**src/rtl/replacement_policy_pipe_pkg.sv**
```systemverilog
// rtl/replacement_policy_pipe_pkg.sv - policy encodings, FSM states and replacement-state width helper
package replacement_policy_pipe_pkg;

  localparam int POLICY_LRU       = 0;
  localparam int POLICY_PLRU_MRU  = 1;
  localparam int POLICY_PLRU_TREE = 3;

  typedef enum logic {
    ST_INIT,
    ST_READY
  } fsm_state_e;

  function automatic int state_width(input int policy, input int n_ways);
    case (policy)
      POLICY_LRU:      return n_ways * $clog2(n_ways);
      POLICY_PLRU_MRU: return n_ways;
      default:         return n_ways - 1;
    endcase
  endfunction

endpackage

```
**src/rtl/replacement_policy_pipe_logic.sv**
```systemverilog
// rtl/replacement_policy_pipe_logic.sv - combinational policy core: state update, victim choice, reset value
module replacement_policy_pipe_logic
  import replacement_policy_pipe_pkg::*;
#(
  parameter int N_WAYS     = 8,
  parameter int NWAY_W     = $clog2(N_WAYS),
  parameter int REP_POLICY = POLICY_PLRU_TREE,
  parameter int SW         = state_width(REP_POLICY, N_WAYS)
) (
  input  logic [SW-1:0]     upd_state_i,
  input  logic [N_WAYS-1:0] hit_i,
  input  logic [SW-1:0]     lkp_state_i,
  input  logic              bypass_i,
  input  logic [N_WAYS-1:0] valid_i,
  input  logic [N_WAYS-1:0] lock_i,
  output logic [SW-1:0]     next_state_o,
  output logic [SW-1:0]     reset_state_o,
  output logic [N_WAYS-1:0] victim_o,
  output logic [NWAY_W-1:0] victim_bin_o
);

  logic [N_WAYS-1:0] cand, free;
  logic [SW-1:0]     sel_state;
  logic [NWAY_W-1:0] first_cand, first_free, pol_way;

  // A fully locked set would leave nothing to pick, so locking is dropped then.
  assign cand      = (&lock_i) ? '1 : ~lock_i;
  assign free      = cand & ~valid_i;
  assign sel_state = bypass_i ? next_state_o : lkp_state_i;

  always_comb begin
    first_cand = '0;
    first_free = '0;
    for (int i = N_WAYS - 1; i >= 0; i--) begin
      if (cand[i]) first_cand = NWAY_W'(i);
      if (free[i]) first_free = NWAY_W'(i);
    end
  end

  assign victim_bin_o = (|free) ? first_free : pol_way;
  assign victim_o     = N_WAYS'(1) << victim_bin_o;

  if (REP_POLICY == POLICY_LRU) begin : g_lru
    logic [NWAY_W-1:0] hit_bin, hit_cnt, best_cnt;

    always_comb begin
      hit_bin = '0;
      for (int i = 0; i < N_WAYS; i++)
        if (hit_i[i]) hit_bin = NWAY_W'(i);
      hit_cnt       = upd_state_i[hit_bin*NWAY_W +: NWAY_W];
      next_state_o  = upd_state_i;
      reset_state_o = '0;
      for (int i = 0; i < N_WAYS; i++) begin
        reset_state_o[i*NWAY_W +: NWAY_W] = NWAY_W'(i);
        if (upd_state_i[i*NWAY_W +: NWAY_W] > hit_cnt)
          next_state_o[i*NWAY_W +: NWAY_W] = upd_state_i[i*NWAY_W +: NWAY_W] - 1'b1;
      end
      next_state_o[hit_bin*NWAY_W +: NWAY_W] = '1;
    end

    always_comb begin
      pol_way  = first_cand;
      best_cnt = sel_state[first_cand*NWAY_W +: NWAY_W];
      for (int i = 0; i < N_WAYS; i++)
        if (cand[i] && (sel_state[i*NWAY_W +: NWAY_W] < best_cnt)) begin
          best_cnt = sel_state[i*NWAY_W +: NWAY_W];
          pol_way  = NWAY_W'(i);
        end
    end
  end else if (REP_POLICY == POLICY_PLRU_MRU) begin : g_mru
    logic [N_WAYS-1:0] ored;

    always_comb begin
      reset_state_o = '0;
      ored          = upd_state_i | hit_i;
      next_state_o  = (&ored) ? hit_i : ored;
    end

    always_comb begin
      pol_way = first_cand;
      for (int i = N_WAYS - 1; i >= 0; i--)
        if (cand[i] && !sel_state[i]) pol_way = NWAY_W'(i);
    end
  end else begin : g_tree
    // Heap-numbered nodes 1..N_WAYS-1 live at bit (node-1); leaves are N_WAYS+way.
    int upd_node, lkp_node;

    always_comb begin
      reset_state_o = '0;
      next_state_o  = upd_state_i;
      upd_node      = N_WAYS;
      for (int i = 0; i < N_WAYS; i++)
        if (hit_i[i]) upd_node = N_WAYS + i;
      for (int l = 0; l < NWAY_W; l++) begin
        next_state_o[upd_node/2 - 1] = ~upd_node[0];
        upd_node = upd_node / 2;
      end
    end

    always_comb begin
      lkp_node = 1;
      for (int l = 0; l < NWAY_W; l++)
        lkp_node = 2 * lkp_node + int'(sel_state[lkp_node - 1]);
      pol_way = cand[lkp_node - N_WAYS] ? NWAY_W'(lkp_node - N_WAYS) : first_cand;
    end
  end

endmodule

```
**src/rtl/replacement_policy_pipe.sv**
```systemverilog
// rtl/replacement_policy_pipe.sv - victim selector with init/flush sequencer and registered lookup pipeline
module replacement_policy_pipe
  import replacement_policy_pipe_pkg::*;
#(
  parameter int N_WAYS        = 8,
  parameter int NWAY_W        = $clog2(N_WAYS),
  parameter int LINE_OFFSET_W = 7,
  parameter int REP_POLICY    = POLICY_PLRU_TREE
) (
  input  logic                     clk_i,
  input  logic                     reset_i,
  input  logic                     flush_i,
  output logic                     busy_o,
  input  logic                     req_valid_i,
  input  logic [LINE_OFFSET_W-1:0] req_addr_i,
  input  logic [N_WAYS-1:0]        req_way_valid_i,
  input  logic [N_WAYS-1:0]        req_lock_mask_i,
  output logic                     resp_valid_o,
  output logic [N_WAYS-1:0]        way_select_o,
  output logic [NWAY_W-1:0]        way_select_bin_o,
  input  logic                     upd_valid_i,
  input  logic [LINE_OFFSET_W-1:0] upd_addr_i,
  input  logic [N_WAYS-1:0]        upd_way_hit_i
);

  localparam int N_LINES = 2 ** LINE_OFFSET_W;
  localparam int SW      = state_width(REP_POLICY, N_WAYS);

  fsm_state_e               fsm_q, fsm_d;
  logic [LINE_OFFSET_W-1:0] init_cnt_q, init_cnt_d;
  logic [SW-1:0]            line_state_q [N_LINES];
  logic [SW-1:0]            next_state, reset_state;
  logic [N_WAYS-1:0]        victim;
  logic [NWAY_W-1:0]        victim_bin;
  logic                     resp_valid_q;
  logic [N_WAYS-1:0]        way_select_q;
  logic [NWAY_W-1:0]        way_select_bin_q;
  logic                     busy, req_fire, upd_fire, bypass;

  assign busy     = (fsm_q == ST_INIT);
  assign req_fire = req_valid_i & ~busy;
  assign upd_fire = upd_valid_i & ~busy & (|upd_way_hit_i);
  assign bypass   = upd_fire & (upd_addr_i == req_addr_i);

  always_comb begin
    fsm_d      = fsm_q;
    init_cnt_d = init_cnt_q;
    case (fsm_q)
      ST_INIT: begin
        init_cnt_d = init_cnt_q + 1'b1;
        if (&init_cnt_q) fsm_d = ST_READY;
      end
      default: begin
        if (flush_i) begin
          fsm_d      = ST_INIT;
          init_cnt_d = '0;
        end
      end
    endcase
  end

  always_ff @(posedge clk_i) begin
    if (!reset_i) begin
      fsm_q      <= ST_INIT;
      init_cnt_q <= '0;
    end else begin
      fsm_q      <= fsm_d;
      init_cnt_q <= init_cnt_d;
    end
  end

  // Left out of reset on purpose: the INIT sweep rewrites every line.
  always_ff @(posedge clk_i) begin
    if (busy) line_state_q[init_cnt_q] <= reset_state;
    else if (upd_fire) line_state_q[upd_addr_i] <= next_state;
  end

  replacement_policy_pipe_logic #(
    .N_WAYS    (N_WAYS),
    .NWAY_W    (NWAY_W),
    .REP_POLICY(REP_POLICY),
    .SW        (SW)
  ) u_logic (
    .upd_state_i  (line_state_q[upd_addr_i]),
    .hit_i        (upd_way_hit_i),
    .lkp_state_i  (line_state_q[req_addr_i]),
    .bypass_i     (bypass),
    .valid_i      (req_way_valid_i),
    .lock_i       (req_lock_mask_i),
    .next_state_o (next_state),
    .reset_state_o(reset_state),
    .victim_o     (victim),
    .victim_bin_o (victim_bin)
  );

  always_ff @(posedge clk_i) begin
    if (!reset_i) begin
      resp_valid_q     <= 1'b0;
      way_select_q     <= '0;
      way_select_bin_q <= '0;
    end else begin
      resp_valid_q <= req_fire;
      if (req_fire) begin
        way_select_q     <= victim;
        way_select_bin_q <= victim_bin;
      end
    end
  end

  assign busy_o           = busy;
  assign resp_valid_o     = resp_valid_q;
  assign way_select_o     = way_select_q;
  assign way_select_bin_o = way_select_bin_q;

  a_upd_onehot: assert property (@(posedge clk_i) disable iff (!reset_i)
    (upd_valid_i && !busy) |-> $onehot0(upd_way_hit_i));

endmodule

```
**config.mk**
```make
export PLATFORM = sky130hd
export DESIGN_NAME = replacement_policy_pipe
export DESIGN_NICKNAME = d
export VERILOG_FILES = /design/src/rtl/replacement_policy_pipe_pkg.sv /design/src/rtl/replacement_policy_pipe_logic.sv /design/src/rtl/replacement_policy_pipe.sv
export SDC_FILE = /design/constraint.sdc
export NUM_CORES = 1
export LEC_CHECK = 0
export BUFFER_PORTS_ARGS = -buffer_cell sky130_fd_sc_hd__buf_2
export CAP_MARGIN = 0
export CORE_UTILIZATION = 40
export DETAILED_ROUTE_END_ITERATION = 8
export SYNTH_ARGS = -nofsm -noshare
export SYNTH_HDL_FRONTEND = slang
export SYNTH_SLANG_ARGS = --single-unit
export TNS_END_PERCENT = 20
```
**constraint.sdc**
```tcl
create_clock -name clk_i -period 9.8 [get_ports clk_i]
set_input_delay 1.96 -clock clk_i [delete_from_list [all_inputs] [get_ports clk_i]]
set_output_delay 1.96 -clock clk_i [all_outputs]
set_load 0.1 [all_outputs]
```
==> flow_summary_export.csv <==
group,metric,value,unit
clock_tree,cts_resized,0,
global_routing,grt_pass1_vias,26762,
layout,fillers,9199,
floorplan,ios,56,
worst_hold_path,worstHoldStart,"way_select_bin_o[2]",
floorplan,core_area,107000,µm²
yosys,synth.avg_cell_area,17.3,µm²
floorplan,num_rows,120,
layout,multiInputGateArea,15000,µm²
yosys,synth-xor-area-share,0.142,%
place,finalWeightedCongestion,0.932,
sta,slew_violations,0,
pwr,power.density,176,nW/µm²
worst_setup_path,slowest_delay,0.78,ns
worst_setup_path,cp_data_required_time,10.31,ns
clock_tree,numClockSinks,916,
clock_tree,htreeDepth,3,
global_routing,grt_util_met2,41.1,%
yosys,synth_top_family_by_area,"multiplexers",
yosys,async_flop_share,0,%
layout,register_area,27300,µm²
worst_setup_path,r2r_setup_slack,5.03,ns
sta,finalCritPeriodShare,68.0,%
sta,fin_skew,0.0391,ns
route,first_iter_violations,3986,
layout,antennaDiodeCount,0,
sta,max-slew-margin-rel,11.1,%
sta,setup-violations-final,0,
worst_setup_path,cp_cell_sequence,"clkbuf_8 -> buf_4 -> mux4_2 -> a22o_1 -> o21ai_0 -> a21oi_1 -> o41ai_1 -> a21oi_1 -> mux2i_1 -> a311o_1 -> mux2_2 -> nand2_1 -> a221oi_1 -> a311oi_1",
route,ant_nets,0,
yosys,synth_compound_area_share,5.34,%
pwr,cellLeakagePower,15.6,nW
clock_tree,clk_latency,0.69,ns
sta,setup-tns-final,0,ns
worst_hold_path,min_path_cells,2,
layout,drive_gt1_share,26.8,%
route,drt-total-wl,148000,µm
layout,area_growth,11.1,%
route,avgViaCountPerCell,6.72,
clock_tree,clockBufferDepth,3,
yosys,yosysWarnings,0,
floorplan,start_util,40.4,%
global_routing,grt.busiest_layer,"met2",
floorplan,fp.dieH,331,µm
sta,max_freq,150,MHz
worst_setup_path,timing.rr.end,"line_state_q[118][4]",
yosys,synth_fp_nets,2542,
global_routing,grt-ovfl-total,0,
clock_tree,root_buffer,"clkbuf_16",
worst_setup_path,cp_slowest_cell,"o41ai_1",
global_routing,grt_max_degree,97,
global_routing,grt_usage,27.0,%
global_routing,grtUsageMet3,7.24,%
sta,fin_crit,6.66,ns
worst_setup_path,path_buf_inv,2,
pwr,ir_drop,0.133,mV
floorplan,die_w,331,µm
outcome,status,"finished clean",
sta,finalHoldViolCount,0,
yosys,synth_mux_area_share,23.5,%
clock_tree,cts_hold_buf,0,
worst_setup_path,crit_type,"in -> reg",
route,routedWlPerCell,36.8,µm
clock_tree,cts_tree,"done",
sta,holdWs,0.464,ns
place,dp.final_hpwl,99400,µm
flow_run,cap_violations,0,
worst_hold_path,hp-class,"reg -> reg",
worst_setup_path,reg2reg_depth,7,
yosys,synth_ff_type,"edfxtp_1",
worst_setup_path,cpMostUsedCell,"a21oi_1",
yosys,synth_edf_count,896,
global_routing,use_met1,36.8,%
route,drc_errors,0,
worst_hold_path,worstHoldEndpoint,"way_select_bin_o[2]",
global_routing,grt_pass1_wl,206000,µm
floorplan,dieArea,110000,µm²
worst_setup_path,r2r_start,"fsm_q",
worst_setup_path,cp_max_fo,53,
worst_setup_path,cp-end-kind,"flip-flop",
yosys,synthCells,2498,
global_routing,antenna_found_initial,4,
worst_setup_path,critPathArrivalTime,7.17,ns
worst_setup_path,critPathLaunchType,"input port",
place,portBuffers,55,
yosys,synthAdderAreaFrac,0.0289,%
sta,tightest_slew,1.32,ns
clock_tree,clkSlewWorstSetupHoldPaths,0.06,ns
yosys,ys_types,74,
layout,nNetsFinal,2580,
yosys,synth-seq-cells,916,
worst_setup_path,cp_top_family,"compound AO/OA/AOI/OAI gates",
clock_tree,cts_made_buffers,96,
yosys,yosys.area_share.simple,5.49,%
sta,grt_setup_unrepaired,"false",
yosys,ys_seq_area_share,63.0,%
yosys,synth_area,43300,µm²
route,vias,26975,
route,firstDrtPassIters,6,
clock_tree,post_cts_buffers,0,
-- layout make-up --
cell class	count	share of cell area, %
Multi-Input combinational cell	1373	31.2
Sequential cell	916	56.7
Tap cell	1403	3.65
Clock inverter	55	0.952
Clock buffer	120	5.34
Inverter	28	0.218
Timing Repair Buffer	121	1.89
-- layer usage --
layer | vias up | part of all wire (%) | routed length (µm)
li1 | 10523 | - | -
met5 | - | 0.013 | 19
met3 | 365 | 12 | 17700
met4 | 4 | 4.6 | 6750
met2 | 1940 | 45 | 66700
met1 | 14143 | 38 | 56700
-- worst max path at each step --
| stage | start | endpoint | slack (ns) | cells after the start |
|---|---|---|---|---|
| 2_1_floorplan | upd_addr_i[2] | line_state_q[0][4] | 2.25 | 12 |
| 3_3_place_gp | req_addr_i[1] | way_select_bin_o[1] | 2.72 | 15 |
| 3_5_place_dp | req_addr_i[1] | way_select_bin_o[1] | 2.59 | 15 |
| 4_1_cts | req_addr_i[1] | way_select_o[1] | 3.29 | 15 |
| 5_1_grt | req_addr_i[1] | way_select_o[5] | 2.91 | 14 |
| 6_report | req_addr_i[2] | way_select_bin_o[1] | 3.14 | 14 |
-- layout by cell type (no fill, tap or decap), types with 8 or more instances in the layout --
master	instances
a2111oi_0	9
a211oi_1	12
a21oi_1	52
a221oi_1	14
a22o_1	8
a22oi_1	58
a31oi_1	22
a32o_1	9
and2_1	14
buf_2	49
buf_4	59
clkbuf_1	19
clkbuf_16	99
clkinv_1	23
clkinv_2	20
dfxtp_1	20
edfxtp_1	896
inv_1	22
mux2_2	28
mux2i_1	104
mux4_2	387
nand2_1	133
nand2b_1	14
nand3_1	41
nand4_1	9
nor2_1	199
nor2b_1	21
nor3_1	27
nor4_1	9
o211ai_1	11
o21ai_0	27
o22ai_1	29
o31ai_1	8
-- Yosys cell counts (all sizes together) (4+ instances only) --
library cell | instances | area [µm²]
a2111oi | 10 | 87.6
a211o | 6 | 52.6
a211oi | 12 | 90.1
a21o | 4 | 30.0
a21oi | 52 | 260
a221oi | 14 | 123
a22o | 8 | 70.1
a22oi | 58 | 435
a311oi | 7 | 67.6
a31oi | 22 | 138
a32o | 9 | 90.1
a32oi | 4 | 35.0
and2 | 14 | 87.6
and3 | 8 | 50.1
buf | 116 | 726
clkbuf | 65 | 245
clkinv | 5 | 18.8
dfxtp | 20 | 400
edfxtp | 896 | 26900
inv | 23 | 86.3
mux2 | 28 | 315
mux2i | 104 | 1040
mux4 | 391 | 8820
nand2 | 133 | 499
nand2b | 14 | 87.6
nand3 | 41 | 205
nand3b | 7 | 52.6
nand4 | 9 | 56.3
nor2 | 205 | 769
nor2b | 21 | 131
nor3 | 27 | 135
nor4 | 9 | 56.3
nor4b | 4 | 50.1
o2111ai | 5 | 43.8
o211ai | 11 | 82.6
o21ai | 31 | 155
o22ai | 29 | 181
o311ai | 7 | 61.3
o31ai | 9 | 67.6
o41ai | 4 | 35.0
or2 | 6 | 37.5
or3 | 6 | 37.5
or3b | 4 | 35.0
xnor2 | 7 | 61.3
-- stage by stage --
step	power [mW]	cells	setup WS (ns)	cell area, µm²	util [%]
finish	8.46	4016	3.14	48100	44.9
global route	8.63	4016	2.91	48100	44.9
CTS	8.47	4016	3.29	48100	44.9
detailed placement	4.94	3841	2.59	45100	42.1
global placement	4.93	3841	2.72	45100	42.1
floorplan	4.71	2498	2.25	43300	-
-- power by group --
group | leakage (nW) | internal [mW] | total, mW | switching [mW]
clock | 1.49 | 2.04 | 3.59 | 1.55
sequential | 8.83 | 4.24 | 4.25 | 0.00599
combinational | 5.26 | 0.213 | 0.620 | 0.407
total | 15.6 | 6.49 | 8.46 | 1.96
-- sequential cells by signal, indices dropped and copies added (netlist names) --
register          count
fsm_q                 1
init_cnt_q            7
line_state_q        896
resp_valid_o          1
way_select_bin_o      3
way_select_o          8
-- worst min-delay path: cells and delay by family, from the launching register on --
family             cells  cell delay, ns
DFF                    1            0.31
and+or+nand+nor        1            0.05
AOI/OAI and AO/OA      1            0.05
-- kinds of logic (layout without fill, tap and decap cells) --
logic type	after synthesis	in the layout
compound gates	324	324
xor+xnor	7	7
fa+ha+maj	1	1
buf+inv	209	324
flops	916	916
mux	523	523
simple gates	518	518
Note: power is estimated with default switching activity, not from simulation.
